`src/rtl/mc_ctrl_pkg.sv`:
```
// Shared definitions for the multi-cycle RV32I control FSM: opcodes, state
// encoding and the select/cause encodings driven onto the datapath.
package mc_ctrl_pkg;

  localparam logic [6:0] OpLui    = 7'b0110111;
  localparam logic [6:0] OpAuipc  = 7'b0010111;
  localparam logic [6:0] OpJal    = 7'b1101111;
  localparam logic [6:0] OpJalr   = 7'b1100111;
  localparam logic [6:0] OpBranch = 7'b1100011;
  localparam logic [6:0] OpLoad   = 7'b0000011;
  localparam logic [6:0] OpStore  = 7'b0100011;
  localparam logic [6:0] OpOpImm  = 7'b0010011;
  localparam logic [6:0] OpOp     = 7'b0110011;

  typedef enum logic [2:0] {
    StIdle,
    StFetch,
    StDecode,
    StExec,
    StMem,
    StWb,
    StTrap
  } state_e;

  localparam logic [1:0] PcSelPlus4 = 2'd0;
  localparam logic [1:0] PcSelRel   = 2'd1;
  localparam logic [1:0] PcSelJalr  = 2'd2;

  localparam logic [1:0] WbSelAlu  = 2'd0;
  localparam logic [1:0] WbSelMem  = 2'd1;
  localparam logic [1:0] WbSelPc4  = 2'd2;
  localparam logic [1:0] WbSelImm  = 2'd3;

  localparam logic [1:0] CauseNone    = 2'd0;
  localparam logic [1:0] CauseIllegal = 2'd1;
  localparam logic [1:0] CauseBus     = 2'd2;

  function automatic logic is_legal(input logic [6:0] op);
    logic legal;
    unique case (op)
      OpLui, OpAuipc, OpJal, OpJalr, OpBranch,
      OpLoad, OpStore, OpOpImm, OpOp: legal = 1'b1;
      default:                         legal = 1'b0;
    endcase
    return legal;
  endfunction

endpackage

```
`src/rtl/mc_timeout.sv`:
```
// 8-bit wait counter shared by the FETCH and MEM handshakes; flags the cycle
// in which the Limit-th consecutive waiting cycle occurs.
module mc_timeout #(
  parameter int unsigned Limit = 255
) (
  input  logic clk_i,
  input  logic rst_ni,
  input  logic clr_i,
  input  logic en_i,
  output logic expired_o
);

  localparam logic [7:0] LastCnt = 8'(Limit - 1);

  logic [7:0] cnt_q;
  logic [7:0] cnt_d;

  always_comb begin
    cnt_d = cnt_q;
    if (clr_i) begin
      cnt_d = 8'd0;
    end else if (en_i) begin
      cnt_d = cnt_q + 8'd1;
    end
  end

  always_ff @(posedge clk_i or negedge rst_ni) begin
    if (!rst_ni) begin
      cnt_q <= 8'd0;
    end else begin
      cnt_q <= cnt_d;
    end
  end

  // Expiry is judged on the waiting cycle itself so the FSM can leave at once.
  assign expired_o = en_i && (cnt_q == LastCnt);

endmodule

```
`src/rtl/mc_ctrl.sv`:
```
// Multi-cycle control FSM for the RV32I core: sequences fetch, decode, execute,
// memory and writeback, counts retired instructions and traps on faults.
module mc_ctrl
  import mc_ctrl_pkg::*;
#(
  parameter int unsigned MEM_TIMEOUT = 255,
  parameter int unsigned CNT_W       = 32
) (
  input  logic             clk,
  input  logic             rst_n,
  input  logic [6:0]       opcode,
  input  logic [2:0]       fun3,
  input  logic             branch_taken,
  output logic             imem_req,
  input  logic             imem_ack,
  output logic             dmem_req,
  output logic             dmem_we,
  input  logic             dmem_ack,
  output logic             ir_we,
  output logic             pc_we,
  output logic [1:0]       pc_sel,
  output logic             alu_a_sel,
  output logic             alu_b_sel,
  output logic             rf_we,
  output logic [1:0]       wb_sel,
  output logic             retire,
  output logic [CNT_W-1:0] instret,
  output logic             trap,
  output logic [1:0]       trap_cause
);

  state_e           state_q, state_d;
  logic [1:0]       cause_q, cause_d;
  logic [CNT_W-1:0] instret_q;
  logic             tmo_clr, tmo_en, tmo_expired;

  // Sequencing depends on the opcode alone; fun3 is consumed by the datapath.
  logic unused_fun3;
  assign unused_fun3 = ^fun3;

  mc_timeout #(
    .Limit(MEM_TIMEOUT)
  ) u_timeout (
    .clk_i    (clk),
    .rst_ni   (rst_n),
    .clr_i    (tmo_clr),
    .en_i     (tmo_en),
    .expired_o(tmo_expired)
  );

  assign tmo_en  = ((state_q == StFetch) && !imem_ack) || ((state_q == StMem) && !dmem_ack);
  assign tmo_clr = (state_d != state_q) || imem_ack || dmem_ack;

  always_comb begin
    state_d   = state_q;
    cause_d   = cause_q;
    imem_req  = 1'b0;
    dmem_req  = 1'b0;
    dmem_we   = 1'b0;
    ir_we     = 1'b0;
    pc_we     = 1'b0;
    pc_sel    = PcSelPlus4;
    alu_a_sel = 1'b0;
    alu_b_sel = 1'b0;
    rf_we     = 1'b0;
    wb_sel    = WbSelAlu;
    retire    = 1'b0;
    trap      = 1'b0;

    unique case (state_q)
      StIdle: begin
        state_d = StFetch;
      end

      StFetch: begin
        imem_req = 1'b1;
        if (imem_ack) begin
          ir_we   = 1'b1;
          state_d = StDecode;
        end else if (tmo_expired) begin
          state_d = StTrap;
          cause_d = CauseBus;
        end
      end

      StDecode: begin
        if (!is_legal(opcode)) begin
          state_d = StTrap;
          cause_d = CauseIllegal;
        end else begin
          state_d = StExec;
        end
      end

      StExec: begin
        alu_a_sel = (opcode == OpAuipc) || (opcode == OpJal);
        alu_b_sel = !((opcode == OpOp) || (opcode == OpBranch));
        case (opcode)
          OpLoad, OpStore: state_d = StMem;
          OpBranch: begin
            pc_we   = 1'b1;
            pc_sel  = branch_taken ? PcSelRel : PcSelPlus4;
            retire  = 1'b1;
            state_d = StFetch;
          end
          default: state_d = StWb;
        endcase
      end

      StMem: begin
        dmem_req = 1'b1;
        dmem_we  = (opcode == OpStore);
        if (dmem_ack) begin
          if (opcode == OpStore) begin
            pc_we   = 1'b1;
            retire  = 1'b1;
            state_d = StFetch;
          end else begin
            state_d = StWb;
          end
        end else if (tmo_expired) begin
          state_d = StTrap;
          cause_d = CauseBus;
        end
      end

      StWb: begin
        rf_we  = 1'b1;
        pc_we  = 1'b1;
        retire = 1'b1;
        case (opcode)
          OpJal:   pc_sel = PcSelRel;
          OpJalr:  pc_sel = PcSelJalr;
          default: pc_sel = PcSelPlus4;
        endcase
        case (opcode)
          OpLoad:        wb_sel = WbSelMem;
          OpJal, OpJalr: wb_sel = WbSelPc4;
          OpLui:         wb_sel = WbSelImm;
          default:       wb_sel = WbSelAlu;
        endcase
        state_d = StFetch;
      end

      StTrap: begin
        trap = 1'b1;
      end

      default: begin
        state_d = StIdle;
      end
    endcase
  end

  always_ff @(posedge clk or negedge rst_n) begin
    if (!rst_n) begin
      state_q   <= StIdle;
      cause_q   <= CauseNone;
      instret_q <= '0;
    end else begin
      state_q <= state_d;
      cause_q <= cause_d;
      if (retire) begin
        instret_q <= instret_q + CNT_W'(1);
      end
    end
  end

  assign instret    = instret_q;
  assign trap_cause = cause_q;

endmodule
```
`config.mk`:
```
export PLATFORM = sky130hd
export DESIGN_NAME = mc_ctrl
export DESIGN_NICKNAME = d
export VERILOG_FILES = /design/src/rtl/mc_ctrl_pkg.sv /design/src/rtl/mc_timeout.sv /design/src/rtl/mc_ctrl.sv
export SDC_FILE = /design/constraint.sdc
export NUM_CORES = 1
export LEC_CHECK = 0
export ABC_CLOCK_PERIOD_IN_PS = 2800
export CORE_ASPECT_RATIO = 0.8
export CORE_MARGIN = 5
export CORE_UTILIZATION = 49
export DETAILED_ROUTE_END_ITERATION = 8
export GPL_TIMING_DRIVEN = 0
export HOLD_SLACK_MARGIN = 0.02
export PLACE_DENSITY_LB_ADDON = 0.15
export SLEW_MARGIN = 20
export SYNTH_ARGS = -nofsm -noshare
export SYNTH_HDL_FRONTEND = slang
export SYNTH_SLANG_ARGS = --single-unit
```
`constraint.sdc`:
```
create_clock -name clk -period 2.8 [get_ports clk]
set_input_delay 0.56 -clock clk [delete_from_list [all_inputs] [get_ports clk]]
set_output_delay 0.56 -clock clk [all_outputs]
set_load 0.005 [all_outputs]
```
==> flow_metrics.env, run 1 <==
export IMPL_grt_pass1_wl_mm=10.6
export IMPL_ff2ff_setup_slack_ns=0.31
export IMPL_grt_pass1_vias=2189
export IMPL_drv_cap=0
export IMPL_end_kind="output pin"
export IMPL_syn_avg_cell_area_um2=9.58
export IMPL_finalCritPeriodShare_pct=97.4
export IMPL_cp_cell_sequence="buf_6 -> and3b_1 -> a31o_2 -> or2_4 -> buf_4 -> clkdlybuf4s50_1"
export IMPL_setup_viol=0
export IMPL_cts_tree="done"
export IMPL_gp_congestion=0.868
export IMPL_cp_max_fo=10
export IMPL_antenna_found_initial=0
export IMPL_synth_cells=264
export IMPL_power_leakage_nw=1.50
export IMPL_final_common_cell="clkdlybuf4s50_1"
export IMPL_ant_nets=0
export IMPL_core_area_um2=5010
export IMPL_syn_nets=282
export IMPL_cp_start_kind="flip-flop"
export IMPL_finalHoldViolCount=0
export IMPL_final_cells=396
export IMPL_netlist_cell_type_count=44
export IMPL_grt_max_degree=31
export IMPL_crit_required_ns=2.24
export IMPL_max_slew_margin_pct=31.2
export IMPL_crit_slowest_cell="clkdlybuf4s50_1"
export IMPL_overflow=0
export IMPL_drive_gt1_share_pct=12.3
export IMPL_holdBufCountCts=0
export IMPL_grt_usage_pct=18.9
export IMPL_netlist_area_um2=2530
export IMPL_synthFlopType="dfrtp_1"
export IMPL_vias=2236
export IMPL_clock_skew_ns=0.00886
export IMPL_worst_pin_slew_ns=1.02
export IMPL_viasPerCell=5.65
export IMPL_synthToLayoutAreaGrowth_pct=32.0
export IMPL_hold_class="primary input to async pin"
export IMPL_die_h_um=74.3
export IMPL_drt_iter0_markers=153
export IMPL_finalCriticalPeriod_ns=2.73
export IMPL_cts_root_buf="clkbuf_8"
export IMPL_initial_core_util_pct=50.5
export IMPL_outcome="completed"
export IMPL_worst_ep_arrival_time_ns=2.17
export IMPL_firstDrtPassIters=4
export IMPL_drcViolationCount=0
export IMPL_die_w_um=90.3
export IMPL_antenna_cells=0
export IMPL_totalWireLength_mm=6.09
export IMPL_synth_top_cell_area_share_pct=44.5
export IMPL_synth_warnings=0
export IMPL_clock_sinks=45
export IMPL_ys_ff_latch=45
export IMPL_ys_top_cells_by_area="dfrtp_1 45%, xor2_1 9.0%, xnor2_1 4.2%, nor3_1 3.2%, nor2_1 3.0%"
export IMPL_clk_latency_ns=0.29
export IMPL_fillers=425
export IMPL_max_stage_delay_ns=0.43
export IMPL_cts_htree_levels=2
export IMPL_synthArstFlopShare_pct=100
export IMPL_row_count=23
export IMPL_power_density_nw_per_um2=579
export IMPL_ir_drop_uv=582
export IMPL_ys_seq_area_share_pct=44.5
export IMPL_synth_edf_count=0
export IMPL_io_buffers=57
export IMPL_dpl_hpwl_mm=4.54
export IMPL_wl_per_cell_um=15.4
export IMPL_dieArea_um2=6710
export IMPL_yosys_area_top_type="dfrtp_1"
export IMPL_io_pins=63
export IMPL_clock_path_buffers=2
export IMPL_timing_fmax_mhz=367
export IMPL_mostFrequentLayoutCells="50 x clkdlybuf4s50_1, 44 x dfrtp_1, 26 x xor2_1"
export IMPL_dp_cells=384
export IMPL_clk_pin_slew_worst_paths_ns=0.09
export IMPL_crit_type="flip-flop to output pin"
export IMPL_drv_slew=0
export IMPL_fin_nets=352
export IMPL_numCtsBuffers=5
export IMPL_timing_hold_ws_ns=0.177
-- sequential cells by signal (all words and copies together) (netlist names) --
signal	count
instret	32
u_timeout.cnt_q	8
trap_cause	2
state_q	3
-- worst max-delay path: cells and delay by family (launching register included) --
family	cells	cell delay [ns]
buffers and inverters	3	0.72
AO/OA/AOI/OAI	1	0.25
flip-flops	1	0.42
AND/OR/NAND/NOR	2	0.48
-- cells in the mapped netlist, types with 8 or more instances --
| cell | number |
|---|---|
| a211oi_1 | 8 |
| a21oi_1 | 9 |
| dfrtp_1 | 45 |
| inv_1 | 14 |
| nand2_1 | 13 |
| nand3_1 | 13 |
| nand4_1 | 9 |
| nor2_1 | 20 |
| nor3_1 | 16 |
| nor4_1 | 10 |
| o21ai_0 | 10 |
| xnor2_1 | 12 |
| xor2_1 | 26 |
-- cells by family (layout without fill, tap and decap cells) --
logic type	after synthesis	after routing	synth area share, %
AO/OA/AOI/OAI	41	41	10.9
XOR/XNOR	38	38	13.2
adder cells (fa/ha/maj)	3	3	1.48
buffers and inverters	25	95	4.40
flip-flops	45	45	44.5
multiplexers	2	2	0.890
AND/OR/NAND/NOR	110	110	24.6
-- worst paths after layout --
check / start / cells past startpoint / to
max: state_q[2]$_DFF_PN0_ / 6 / retire
min: rst_n / 1 / instret[18]$_DFFE_PN0P_
max reg2reg: state_q[2]$_DFF_PN0_ / 5 / u_timeout.cnt_q[3]$_DFFE_PN0P_
min reg2reg: instret[31]$_DFFE_PN0P_ / 1 / instret[31]$_DFFE_PN0P_
max in group asynchronous: rst_n / 2 / instret[5]$_DFFE_PN0P_
min in group clk: instret[31]$_DFFE_PN0P_ / 1 / instret[31]$_DFFE_PN0P_
-- layout make-up --
class / instances / area [um2] / share of cell area, %
multi-input combinational: 194 / 1320 / 39.4
sequential: 45 / 1130 / 33.8
timing repair buffer: 64 / 612 / 18.3
clock buffer: 6 / 82.6 / 2.47
tap: 62 / 77.6 / 2.32
buffer: 10 / 63.8 / 1.91
inverter: 14 / 52.6 / 1.57
clock inverter: 1 / 7.51 / 0.225
-- what timing repair did --
| item | CTS | global route |
|---|---|---|
| setup endpoints to repair | 3 | 3 |
| resized for setup | 10 | 12 |
| pin swaps | 2 | 2 |
| setup buffers | 2 | 4 |
-- report_power, final --
part	leakage (nW)	internal, mW	switching [mW]
registers	0.573	0.709	0.0751
clock network	0.0433	0.195	0.219
logic	0.880	0.388	0.347
-- layer usage --
| layer | wire [um] | track usage [%] | vias up | share of wire [%] |
|---|---|---|---|---|
| li1 | - | - | 1091 | - |
| met1 | 3150 | 27.6 | 1098 | 52 |
| met2 | 2700 | 30.1 | 45 | 44 |
| met3 | 216 | 3.94 | 2 | 3.5 |
| met4 | 27 | 2.48 | 0 | 0.44 |
| met5 | 0 | 0 | - | 0 |
-- through the flow --
stage | instance area (um2) | utilization [%] | power, mW | setup slack, ns | TNS, ns
detailed placement | 3190 | 63.8 | 1.46 | -0.586 | -5.89
global route | 3340 | 66.7 | 2.05 | -0.0371 | -0.0371
finish | 3340 | 66.7 | 1.93 | 0.0723 | 0
CTS | 3310 | 66.0 | 1.89 | 0.00288 | 0
floorplan | 2530 | - | 1.17 | 0.490 | 0
global placement | 3180 | 63.5 | 1.44 | -0.572 | -8.29
(Power assumes the default switching activity.)
==> run 2, diff against run 1 <==
Settings changed: ABC_CLOCK_PERIOD_IN_PS 2800 to 2940, PLACE_DENSITY_LB_ADDON 0.15 to 0.05.
Clock period 2.8 ns to 2.94 ns, I/O delays scaled along.
==> flow_metrics.env, run 2 (same netlist as run 1, synthesis figures left out) <==
export IMPL_gp_congestion=0.860
export IMPL_hold_class="primary input to async pin"
export IMPL_power_frac_seq_pct=42.3
export IMPL_p_sw_mw=0.598
export IMPL_finalHoldViolCount=0
export IMPL_final_util_pct=65.8
export IMPL_die_w_um=90.3
export IMPL_timing_fmax_mhz=351
export IMPL_dpl_hpwl_mm=4.54
export IMPL_end_kind="output pin"
export IMPL_drv_cap=0
export IMPL_power_leakage_nw=1.47
export IMPL_finalCritPeriodShare_pct=97.0
export IMPL_clk_latency_ns=0.29
export IMPL_intPower_mw=1.17
export IMPL_grt_pass1_vias=2184
export IMPL_die_h_um=74.3
export IMPL_crit_required_ns=2.35
export IMPL_cp_max_fo=7
export IMPL_swShare_pct=33.7
export IMPL_final_common_cell="clkdlybuf4s50_1"
export IMPL_setup_viol=0
export IMPL_io_pins=63
export IMPL_firstDrtPassIters=4
export IMPL_drive_gt1_share_pct=9.09
export IMPL_finalCriticalPeriod_ns=2.85
export IMPL_combPwrFrac_pct=36.4
export IMPL_ff2ff_setup_slack_ns=0.40
export IMPL_cts_tree="done"
export IMPL_grt_max_degree=30
export IMPL_clk_pin_slew_worst_paths_ns=0.09
export IMPL_ant_nets=0
export IMPL_crit_type="primary input to output pin"
export IMPL_clock_skew_ns=0.00529
export IMPL_holdBufCountCts=0
export IMPL_power_density_nw_per_um2=538
export IMPL_cts_root_buf="clkbuf_8"
export IMPL_clock_path_buffers=2
export IMPL_antenna_cells=0
export IMPL_grt_usage_pct=19.1
export IMPL_grt_pass1_wl_mm=10.6
export IMPL_cts_htree_levels=2
export IMPL_viasPerCell=5.54
export IMPL_io_buffers=57
export IMPL_dieArea_um2=6710
export IMPL_ir_drop_uv=480
export IMPL_antenna_found_initial=0
export IMPL_max_slew_margin_pct=32.7
export IMPL_row_count=23
export IMPL_drt_iter0_markers=90
export IMPL_drv_slew=0
export IMPL_mostFrequentLayoutCells="50 x clkdlybuf4s50_1, 45 x dfrtp_1, 26 x xor2_1"
export IMPL_fin_nets=347
export IMPL_cp_start_kind="primary input"
export IMPL_overflow=0
export IMPL_dp_cells=384
export IMPL_initial_core_util_pct=50.5
export IMPL_fin_setup_tns_ns=0
export IMPL_drcViolationCount=0
export IMPL_largest_register_ffs=32
export IMPL_wl_per_cell_um=15.4
export IMPL_grt_setup_unrepaired="false"
export IMPL_worst_ep_arrival_time_ns=2.26
export IMPL_clkPwrFrac_pct=21.3
export IMPL_vias=2172
export IMPL_worst_pin_slew_ns=0.998
export IMPL_outcome="completed"
export IMPL_synthToLayoutAreaGrowth_pct=30.2
export IMPL_final_cells=392
export IMPL_clock_sinks=45
export IMPL_totalWireLength_mm=6.02
export IMPL_core_area_um2=5010
export IMPL_numCtsBuffers=5
run 2: cell count changes in the layout (fill, tap and decap cells not counted), sizes merged:
cell,before,now
dlygate4sd2,3,6
clkbuf,12,10
buf,15,10
run 2: metrics by stage:
stage / worst slack, ns / area (um2) / hold WS [ns] / power [mW]
after floorplan: 0.602 / 2530 / 0.292 / 1.12
after global placement: -0.482 / 3180 / 0.456 / 1.38
after detailed placement: -0.508 / 3190 / 0.466 / 1.39
after CTS: 0.0872 / 3290 / 0.219 / 1.77
after global routing: 0.00309 / 3290 / 0.235 / 1.88
final: 0.0881 / 3290 / 0.209 / 1.77
run 2: power groups by stage:
stage	sequential, mW	clock (mW)	combinational (mW)
6_report	0.750	0.378	0.644
4_1_cts	0.748	0.380	0.646
3_3_place_gp	0.753	0	0.624
5_1_grt	0.762	0.409	0.712
3_5_place_dp	0.755	0	0.637
2_1_floorplan	0.742	0	0.376
run 2: path summary, 6_finish.rpt:
path | cells past startpoint | end | start
worst max-delay path | 6 | retire | opcode[3]
worst min-delay path | 1 | u_timeout.cnt_q[3]$_DFFE_PN0P_ | rst_n
worst max register to register | 5 | u_timeout.cnt_q[7]$_DFFE_PN0P_ | state_q[0]$_DFF_PN0_
worst min register to register | 1 | instret[31]$_DFFE_PN0P_ | instret[31]$_DFFE_PN0P_
max in group asynchronous | 2 | instret[4]$_DFFE_PN0P_ | rst_n
min in group clk | 1 | instret[31]$_DFFE_PN0P_ | instret[31]$_DFFE_PN0P_
run 2: per-layer routing:
| metal | track usage [%] | part of all wire [%] |
|---|---|---|
| met3 | 5.06 | 5.9 |
| met1 | 27.8 | 52 |
| met4 | 4.46 | 0.38 |
| met2 | 29.0 | 41 |
| met5 | 0 | 0 |
run 2: area by class of cell:
class                           instances  area, um2
Clock inverter                          1       7.51
Buffer                                 10       55.1
Tap cell                               62       77.6
Fill cell                             437       1710
Clock buffer                            7       76.3
Sequential cell                        45       1130
Multi-Input combinational cell        194       1310
Inverter                               14       52.6
Timing Repair Buffer                   59        586
run 2: timing repair:
action	in CTS	in global routing
resized for setup	10	0
buffers inserted	1	0
setup endpoints to repair	2	0
run 2: critical path, stage by stage:
cell	delay, ns
dlygate4sd2_1	0.32
and4bb_4	0.25
a31o_2	0.26
or2_4	0.27
buf_4	0.14
clkdlybuf4s50_1	0.43
